**src/rtl/sdram_port_arbiter.sv**
```systemverilog
// SDRAM port arbiter: picks one of PORTS requesters per transaction, using
// fixed priority, round-robin or weighted round-robin selection. It holds the
// grant until the command scheduler reports done. A per-port wait counter
// detects starvation and overrides the policy, locked sequences and credits.
module sdram_port_arbiter #(
  parameter int unsigned PORTS       = 4,
  parameter int unsigned CTRL_PORT   = 0,
  parameter int unsigned MODE        = 1,
  parameter int unsigned WEIGHT_SIZE = 4,
  parameter int unsigned TIMEOUT_CNT = 256
) (
  input  logic                                        clk_i,
  input  logic                                        rst_i,
  input  logic [PORTS-1:0]                            req_i,
  input  logic [PORTS-1:0]                            lock_i,
  input  logic [PORTS*WEIGHT_SIZE-1:0]                weight_i,
  input  logic                                        done_i,
  output logic [PORTS-1:0]                            gnt_o,
  output logic [((PORTS > 1) ? $clog2(PORTS) : 1)-1:0] gnt_id_o,
  output logic                                        gnt_vld_o,
  output logic [PORTS-1:0]                            starve_o
);

  localparam int unsigned IDW = (PORTS > 1) ? $clog2(PORTS) : 1;
  localparam int unsigned CW  = $clog2(TIMEOUT_CNT);
  localparam logic [CW-1:0] SAT = CW'(TIMEOUT_CNT - 1);

  typedef enum logic {IDLE, BUSY} state_t;

  state_t                 state_q, state_d;
  logic [PORTS-1:0]       gnt_q, gnt_d;
  logic [IDW-1:0]         id_q, id_d;
  logic                   vld_q, vld_d;
  logic [IDW-1:0]         ptr_q, ptr_d;
  logic [WEIGHT_SIZE-1:0] credit_q [PORTS];
  logic [WEIGHT_SIZE-1:0] credit_d [PORTS];
  logic [CW-1:0]          wait_q   [PORTS];
  logic [CW-1:0]          wait_d   [PORTS];

  logic [PORTS-1:0]       starving;
  logic [IDW-1:0]         win_id;
  logic [WEIGHT_SIZE-1:0] win_weight;
  logic [WEIGHT_SIZE-1:0] cred_dec;
  logic                   keep;

  // First set bit of v, scanning upward from index start with wrap-around.
  function automatic logic [IDW-1:0] pick(input logic [PORTS-1:0] v,
                                          input int unsigned start);
    logic [IDW-1:0] res;
    logic           found;
    res   = '0;
    found = 1'b0;
    for (int unsigned i = 0; i < PORTS; i++) begin
      int unsigned idx;
      idx = (start + i) % PORTS;
      if (!found && v[idx]) begin
        found = 1'b1;
        res   = IDW'(idx);
      end
    end
    return res;
  endfunction

  // Wait counters and starvation flags.
  always_comb begin
    for (int unsigned n = 0; n < PORTS; n++) begin
      wait_d[n]   = '0;
      starve_o[n] = (wait_q[n] == SAT);
      if (req_i[n] && !gnt_q[n])
        wait_d[n] = (wait_q[n] == SAT) ? wait_q[n] : wait_q[n] + 1'b1;
    end
    starving = req_i & starve_o;
  end

  // Winner selection: starvation first, then the configured policy.
  always_comb begin
    win_id = '0;
    if (|starving)
      win_id = pick(starving, 0);
    else if (MODE == 0)
      win_id = req_i[CTRL_PORT] ? IDW'(CTRL_PORT) : pick(req_i, 0);
    else
      win_id = pick(req_i, int'(ptr_q) + 1);
    win_weight = weight_i[int'(win_id)*WEIGHT_SIZE +: WEIGHT_SIZE];
  end

  // Next-state logic for the grant FSM, pointer and credits.
  always_comb begin
    state_d  = state_q;
    gnt_d    = gnt_q;
    id_d     = id_q;
    vld_d    = vld_q;
    ptr_d    = ptr_q;
    credit_d = credit_q;
    cred_dec = '0;
    keep     = 1'b0;
    case (state_q)
      IDLE: begin
        if (|req_i) begin
          state_d        = BUSY;
          gnt_d          = '0;
          gnt_d[win_id]  = 1'b1;
          id_d           = win_id;
          vld_d          = 1'b1;
          ptr_d          = win_id;
          if (MODE == 2)
            credit_d[win_id] = (win_weight == '0) ? WEIGHT_SIZE'(1) : win_weight;
        end
      end
      BUSY: begin
        if (done_i) begin
          cred_dec = (credit_q[id_q] == '0) ? '0 : credit_q[id_q] - 1'b1;
          if (MODE == 2)
            credit_d[id_q] = cred_dec;
          // A starving requester vetoes both lock and credit retention.
          keep = !(|starving) && req_i[id_q] &&
                 (lock_i[id_q] || ((MODE == 2) && (cred_dec != '0)));
          if (!keep) begin
            state_d = IDLE;
            gnt_d   = '0;
            vld_d   = 1'b0;
          end
        end
      end
      default: state_d = IDLE;
    endcase
  end

  // State registers with asynchronous reset.
  always_ff @(posedge clk_i or posedge rst_i) begin
    if (rst_i) begin
      state_q <= IDLE;
      gnt_q   <= '0;
      id_q    <= '0;
      vld_q   <= 1'b0;
      ptr_q   <= IDW'(PORTS - 1);
      for (int unsigned n = 0; n < PORTS; n++) begin
        credit_q[n] <= '0;
        wait_q[n]   <= '0;
      end
    end else begin
      state_q  <= state_d;
      gnt_q    <= gnt_d;
      id_q     <= id_d;
      vld_q    <= vld_d;
      ptr_q    <= ptr_d;
      credit_q <= credit_d;
      wait_q   <= wait_d;
    end
  end

  assign gnt_o     = gnt_q;
  assign gnt_id_o  = id_q;
  assign gnt_vld_o = vld_q;

endmodule

```
**config.mk**
```make
export PLATFORM = sky130hd
export DESIGN_NAME = sdram_port_arbiter
export DESIGN_NICKNAME = d
export VERILOG_FILES = /design/src/rtl/sdram_port_arbiter.sv
export SDC_FILE = /design/constraint.sdc
export NUM_CORES = 1
export LEC_CHECK = 0
export CORE_ASPECT_RATIO = 0.6
export CORE_MARGIN = 4
export CORE_UTILIZATION = 57
export CTS_BUF_LIST = sky130_fd_sc_hd__clkbuf_16
export DETAILED_ROUTE_END_ITERATION = 16
export GPL_TIMING_DRIVEN = 0
export PLACE_DENSITY = 0.9
export SYNTH_ARGS = -nofsm -noshare
export SYNTH_HDL_FRONTEND = slang
export SYNTH_SLANG_ARGS = --single-unit
```
**constraint.sdc**
```tcl
create_clock -name clk_i -period 2.8 [get_ports clk_i]
set_input_delay 0.84 -clock clk_i [delete_from_list [all_inputs] [get_ports clk_i]]
set_output_delay 0.84 -clock clk_i [all_outputs]
set_load 0.01 [all_outputs]
```
==> results.md <==
* Status: finished, final reports clean
* Core outline area at 3744 sq um
* Dpl cells at 303
* Fin area at 2759 sq um
* Initial Utilization at 0.6026
* GR Util met2 at 0.3253
* Crit-path max FO at 7
* Cts-stage hold buffer count at 0
* Post-Synthesis Cells at 236
* Final design utilization at 0.7370
* Htree depth at 2
* Clock sinks at 42
* Clk_lat worst skew at 0.29 ns
* Synth cell types at 53
* Residual DRC at 0
* Sequential-to-total area share from yosys stat at 0.4670
* WP data required at 1.96 ns
* Pwr dens at 748.9 nW/um^2
* DP HPWL at 3383 microns
* Vias at 1901
* Total track usage at 0.2251
* Area growth, synth to finish at 22.30%
* Synth Cell Area at 2256 sq um
* Async set-reset flop share out of synthesis at 1.000
* Non-Filler Instances at 316
* Slew Limit Fails at 0
* Area leader, netlist: dfrtp_1
* Clk_skew at 0.005162 ns
* First DRT Iteration DRCs at 147
* Die Span Y at 56.73 microns
* Critical Path AT at 1.87 ns
* First-pass GRT wire length at 8631 microns
* Met1 Usage GRT at 0.3144
* CP startpoint kind: flop
* Post-route ant nets at 0
* RSZ-0062 raised after global routing: false
* Clock slew seen by the registers of the worst setup and hold paths at 0.06 ns
* Placement Cell Area at 2515 sq um
* GR Util met3 at 0.06891
* Hold WC Path Type: flop to flop
* Worst slew pin tran at 0.8578 ns
* FF+latch count, synth at 42
* Final Cycle Share at 0.9663
* PortBufs at 20
* Worst VDD drop at 457.0 uV
* Share of cells above drive strength 1 at 0.1375
* Top Usage Layer GRT: met2
* Largest cells by area after synthesis: dfrtp_1, nor2_1, nand2_1
* Die area at 5061 sq um
* CTS tree: done
* R2r startpoint: wait_q[9]
* Pleak at 1.262 nW
* Initial antenna violation count at 0
* Synthesized Nets at 267
* Number of CTS-inserted buffers at 5
* Ys flop type: dfrtp_1
* Number of flops mapped to enable cells by yosys at 0
* I/O pins at 38
* Worst hold start: gnt_vld_o
* Die Wd at 89.22 microns
* # rows at 17
* Overflow after GRT at 0
* Average size of a mapped cell at 9.559 sq um
* Achievable Freq at 369.6 MHz
* Vias in the first global route at 1802
* Final hold vios at 0
* Via density at 6.016
* Final Net Count at 299
* ANT cells at 0
* DR pass1 iterations at 4
* WL/cell at 15.75 microns
* Setup TNS at 0 ns
* CP endpoint kind: output pin
* GPL Wtd Cong at 0.8387
* Post-synth top area share at 0.4437
* Rel. slew slack at 0.4273
* Crit path kind: flop to output pin
* Largest net degree at the start of global routing at 43
* Clock Path Buffers at 2
* Max_cap viols at 0
* Fin crit period at 2.706 ns
* # fillers at 266
* Final setup violation count at 0
* Worst setup startpoint: wait_q[24]
* Detailed Route WL at 4976 microns
* Yosys warning count at 0
* CTS root buffer: clkbuf_16
## critical path: stages (launching register included)
cell	delay, ns
dfrtp_1	0.38
ha_1	0.21
and2_2	0.23
nand3_4	0.13
inv_1	0.10
clkdlybuf4s50_1	0.53
## cell usage after synthesis (7+ instances only)
| master | number |
|---|---|
| a21oi_1 | 8 |
| and3_1 | 7 |
| dfrtp_1 | 40 |
| inv_1 | 7 |
| nand2_1 | 23 |
| nand2b_1 | 7 |
| nand3_1 | 12 |
| nand4_1 | 8 |
| nor2_1 | 31 |
| o21ai_0 | 7 |
| xor2_1 | 8 |
## cells by family (layout without fill, tap and decap cells)
| logic type | after synthesis | in the layout | share of synthesized area |
|---|---|---|---|
| flops | 42 | 42 | 0.4670 |
| compound gates | 49 | 49 | 0.1642 |
| buf+inv | 17 | 50 | 0.03938 |
| xor+xnor | 12 | 12 | 0.04659 |
| simple gates | 109 | 109 | 0.2474 |
| mux | 3 | 3 | 0.01331 |
| fa+ha+maj | 4 | 4 | 0.02219 |
## cell usage in the layout (no fill, tap or decap), types with 3 or more instances in the layout
master / netlist / layout
mux2i_1: 3 / 3
nor2b_1: 3 / 3
o21bai_1: 3 / 3
nor3_1: 4 / 4
nand2_1: 23 / 23
o21ai_0: 7 / 7
a21oi_1: 8 / 8
clkbuf_16: 0 / 5
nand4_1: 8 / 8
xnor2_1: 4 / 4
clkbuf_1: 4 / 4
dfrtp_1: 40 / 40
a31oi_1: 4 / 4
nor2_1: 31 / 30
a21o_1: 3 / 3
a211oi_1: 3 / 3
buf_4: 0 / 5
xor2_1: 8 / 8
nand2b_1: 7 / 7
inv_1: 7 / 5
and2_2: 2 / 3
and3_1: 7 / 7
clkdlybuf4s50_1: 0 / 18
nand3_1: 12 / 10
## path summary, 6_finish.rpt
path | to | slack (ns) | depth (start not counted)
max | starve_o[0] | 0.09 | 5
min | gnt_vld_o | 0.49 | 1
max reg2reg | gnt_o[2] | 0.79 | 8
min reg2reg | gnt_vld_o | 0.49 | 1
max in group asynchronous | wait_q[29] | 1.21 | 2
min in group asynchronous | wait_q[2] | 1.05 | 2
## where the power goes
group | switching, mW | internal [mW] | total (mW) | leakage (nW)
logic | 0.273 | 0.287 | 0.560 | 0.618
clock network | 0.244 | 0.422 | 0.666 | 0.0842
registers | 0.113 | 0.728 | 0.841 | 0.560
## repair_timing
item / in CTS / in global routing
gates cloned: 0 / 0
buffers inserted: 4 / 1
setup endpoints to repair: 3 / 2
gates resized for setup: 6 / 5
pin swaps: 0 / 1
## state kept, by name, summed over array words and instances, names as in the netlist
register and cells:
gnt_vld_o 1, wait_q 32, state_q 1, gnt_id_o 2, gnt_o 4, ptr_q 2
## cell type report
type	instances	area, sq um	share of cell area
multi-input combinational	177	1150	0.4168
clock buffer	5	125.1	0.04535
sequential	42	1054	0.3819
timing repair buffer	25	239.0	0.08662
tap	47	58.81	0.02132
clock inverter	3	43.79	0.01587
buffer	8	47.55	0.01723
inverter	9	41.29	0.01497
## through the flow
stage          setup slack (ns)  power (mW)  hold slack, ns
6_report                0.09443       2.066          0.4931
5_1_grt                 0.01167       2.189          0.5356
4_1_cts                0.005361       2.071          0.4966
3_5_place_dp           -0.07468       1.372          0.4829
3_3_place_gp           -0.06950       1.347          0.4770
2_1_floorplan            0.7206       1.172          0.4708
## per-layer routing
metal | share of wire | wire length [microns]
met1 | 0.45 | 2246
met2 | 0.45 | 2233
met3 | 0.084 | 420
met4 | 0.015 | 76
met5 | 0 | 0
Note: power is estimated with default switching activity, not from simulation.
==> variant: new RTL, same flow settings <==
Set the parameter `MODE` to 0 (it was 1).
--- a/src/rtl/sdram_port_arbiter.sv
+++ b/src/rtl/sdram_port_arbiter.sv
@@ -6,5 +6,5 @@
   parameter int unsigned PORTS       = 4,
   parameter int unsigned CTRL_PORT   = 0,
-  parameter int unsigned MODE        = 1,
+  parameter int unsigned MODE        = 0,
   parameter int unsigned WEIGHT_SIZE = 4,
   parameter int unsigned TIMEOUT_CNT = 256
Function: changed (a bounded check fails within 4 cycles, from zero or initial values and one cycle with rst_i high).
==> variant against the original RTL <==
- clock power decreased by 5.6%
- first-iteration DRC count is 27% lower
- utilization increased by 1.4 points
- total power down 16%
- setup slack worse by 0.045 ns
- wire length decreased by 3.6%
- sequential cell count decreased by 2
- register-to-register slack worse by 0.02 ns
- sequential share of layout area grew 0.72 points
- area after synthesis fell by 5.7%
- final area down 6.8%
==> variant: results (changes against the original RTL) <==
Outcome
  • Outcome: finished clean

Layout
  • Max reg flops: 32 (unchanged)
  • Nets: 284 (-5.0%)
  • Layout cell share with drive strength beyond 1: 10.6% (-3.1 points)

Place
  • Dpl hpwl: 3280 µm (-3.1%)
  • Placer Congestion: 0.803 (-4.3%)

Logic synthesis
  • Synth Flop Type: dfrtp_1
  • Post-synthesis sequential area ratio: 47.1% (+0.36 points)
  • Cell variety after synth: 47 (-11%)
  • Largest cells by area after synthesis: dfrtp_1 (47%), nor2_1 (5.1%), nand2_1 (3.9%), xor2_1 (3.3%), o21ai_0 (3.1%)
  • Synthesized net count: 257 (-3.7%)
  • Commonest cells in the netlist: dfrtp_1 (40), nor2_1 (29), nand2_1 (22)
  • Synth warn: 0 (unchanged)
  • Async SR Flop Fraction: 100% (unchanged)

Clocking
  • Clock-pin transition on the worst setup and hold timing paths: 0.06 ns (about the same)
  • CTS Buffer Depth: 2 (unchanged)
  • Clock Latency Late Sink: ~0.28 ns
  • H-tree depth: 2 (unchanged)
  • TritonCTS buffer count: 5 (unchanged)
  • CTS root buf: clkbuf_16

Pwr
  • Sequential share of power: 42.6% (+1.9 points)
  • Comb power: 0.000372 W (-34%)
  • Sw Pwr: 0.000489 W (-22%)
  • VDD IR max: 0.000481 V (+5.3%)
  • Leakage: 1.12 nW (-11%)

Detailed routing
  • Drt first pass iters: 4 (unchanged)
  • DRT Wirelength: 4800 µm (-3.6%)
  • Initial DRC Count: 107 (-27%)
  • DR vias: 1775 (-6.6%)

GRT
  • Initial antenna violation count: 0 (unchanged)
  • GR Util All Layers: 21.4% (-1.1 points)
  • Largest net degree at the start of global routing: 41 (-4.7%)
  • First-pass GRT wire length: 8220 µm (-4.7%)

Setup path
  • Critical Path AT: 1.91 ns (+0.04 ns)
  • R2R Setup Slk: 0.77 ns (-0.02 ns)

Worst hold path
  • Hold Crit Class: reg2reg

Timing
  • Fin Hold WS: 0.536 ns (+0.0426 ns)
  • Worst Skew: 0.00441 ns (-0.000752 ns)
  • Worst slew pin tran: 0.799 ns (-0.0587 ns)
variant: changes by cell type after synthesis, moves of 3 or more:
cell     delta
nor3_1      +3
o21ai_0     +6
and3_1      -5
a32o_1      +4
variant: timing repair:
item / in CTS / in global routing
pin swaps: 0 / 1
resized for setup: 5 / 1
hold buffers: 0 / 0
setup endpoints to repair: 3 / 2
setup buffers: 0 / 1
variant: cells by family after synthesis:
family,after synthesis,share of synthesized area [%]
buffers and inverters,18,3.76
adder cells (fa/ha/maj),4,2.35
AO/OA/AOI/OAI,45,15.4
XOR/XNOR,14,5.76
multiplexers,1,0.471
flip-flops,40,47.1
AND/OR/NAND/NOR,104,25.2
variant: cell type report:
| type | instances | area, µm² |
|---|---|---|
| repair buffers | 21 | 206 |
| flip-flops and latches | 40 | 1000 |
| well taps | 45 | 56.3 |
| inverters | 10 | 40.0 |
| fillers | 238 | 851 |
| clock inverters | 3 | 38.8 |
| multi-input cells | 168 | 1070 |
| plain buffers | 7 | 36.3 |
| clock buffers | 5 | 125 |
variant: worst max-delay path, stage by stage (launching register included):
cell	delay, ns
dfrtp_1	0.44
ha_4	0.19
nand3_1	0.11
or2_4	0.29
inv_1	0.08
clkdlybuf4s50_1	0.53
variant: per-layer routing:
layer	track usage [%]	routed length [µm]	part of all wire, %	up-vias
li1	-	-	-	854
met1	31.3	2330	49	844
met2	30.9	2100	44	65
met3	5.65	295	6.2	12
met4	6.22	74	1.5	0
met5	0	0	0	-
variant: path summary, 6_finish.rpt:
kind / end / cells past startpoint / startpoint
min reg2reg: wait_q[26]$_DFFE_PP0P_ / 1 / wait_q[26]$_DFFE_PP0P_
max in group asynchronous: wait_q[13]$_DFFE_PP0P_ / 2 / rst_i
min: wait_q[26]$_DFFE_PP0P_ / 1 / wait_q[26]$_DFFE_PP0P_
min in group asynchronous: wait_q[1]$_DFFE_PP0P_ / 2 / rst_i
max: starve_o[2] / 5 / wait_q[8]$_DFFE_PP0P_
max reg2reg: gnt_vld_o$_DFFE_PP0P_ / 7 / wait_q[24]$_DFFE_PP0P_
variant: per-stage QoR:
| stage | total power (W) | utilization [%] | worst slack, ns | area (µm²) | instances |
|---|---|---|---|---|---|
| 3_5_place_dp | 0.00111 | 69.6 | 0.0832 | 2380 | 291 |
| 4_1_cts | 0.00174 | 74.6 | 0.0475 | 2550 | 298 |
| 3_3_place_gp | 0.00108 | 69.6 | 0.128 | 2380 | 291 |
| 6_report | 0.00174 | 75.1 | 0.0499 | 2570 | 299 |
| 2_1_floorplan | 0.000948 | - | 0.770 | 2130 | 226 |
| 5_1_grt | 0.00183 | 75.1 | -0.0183 | 2570 | 299 |
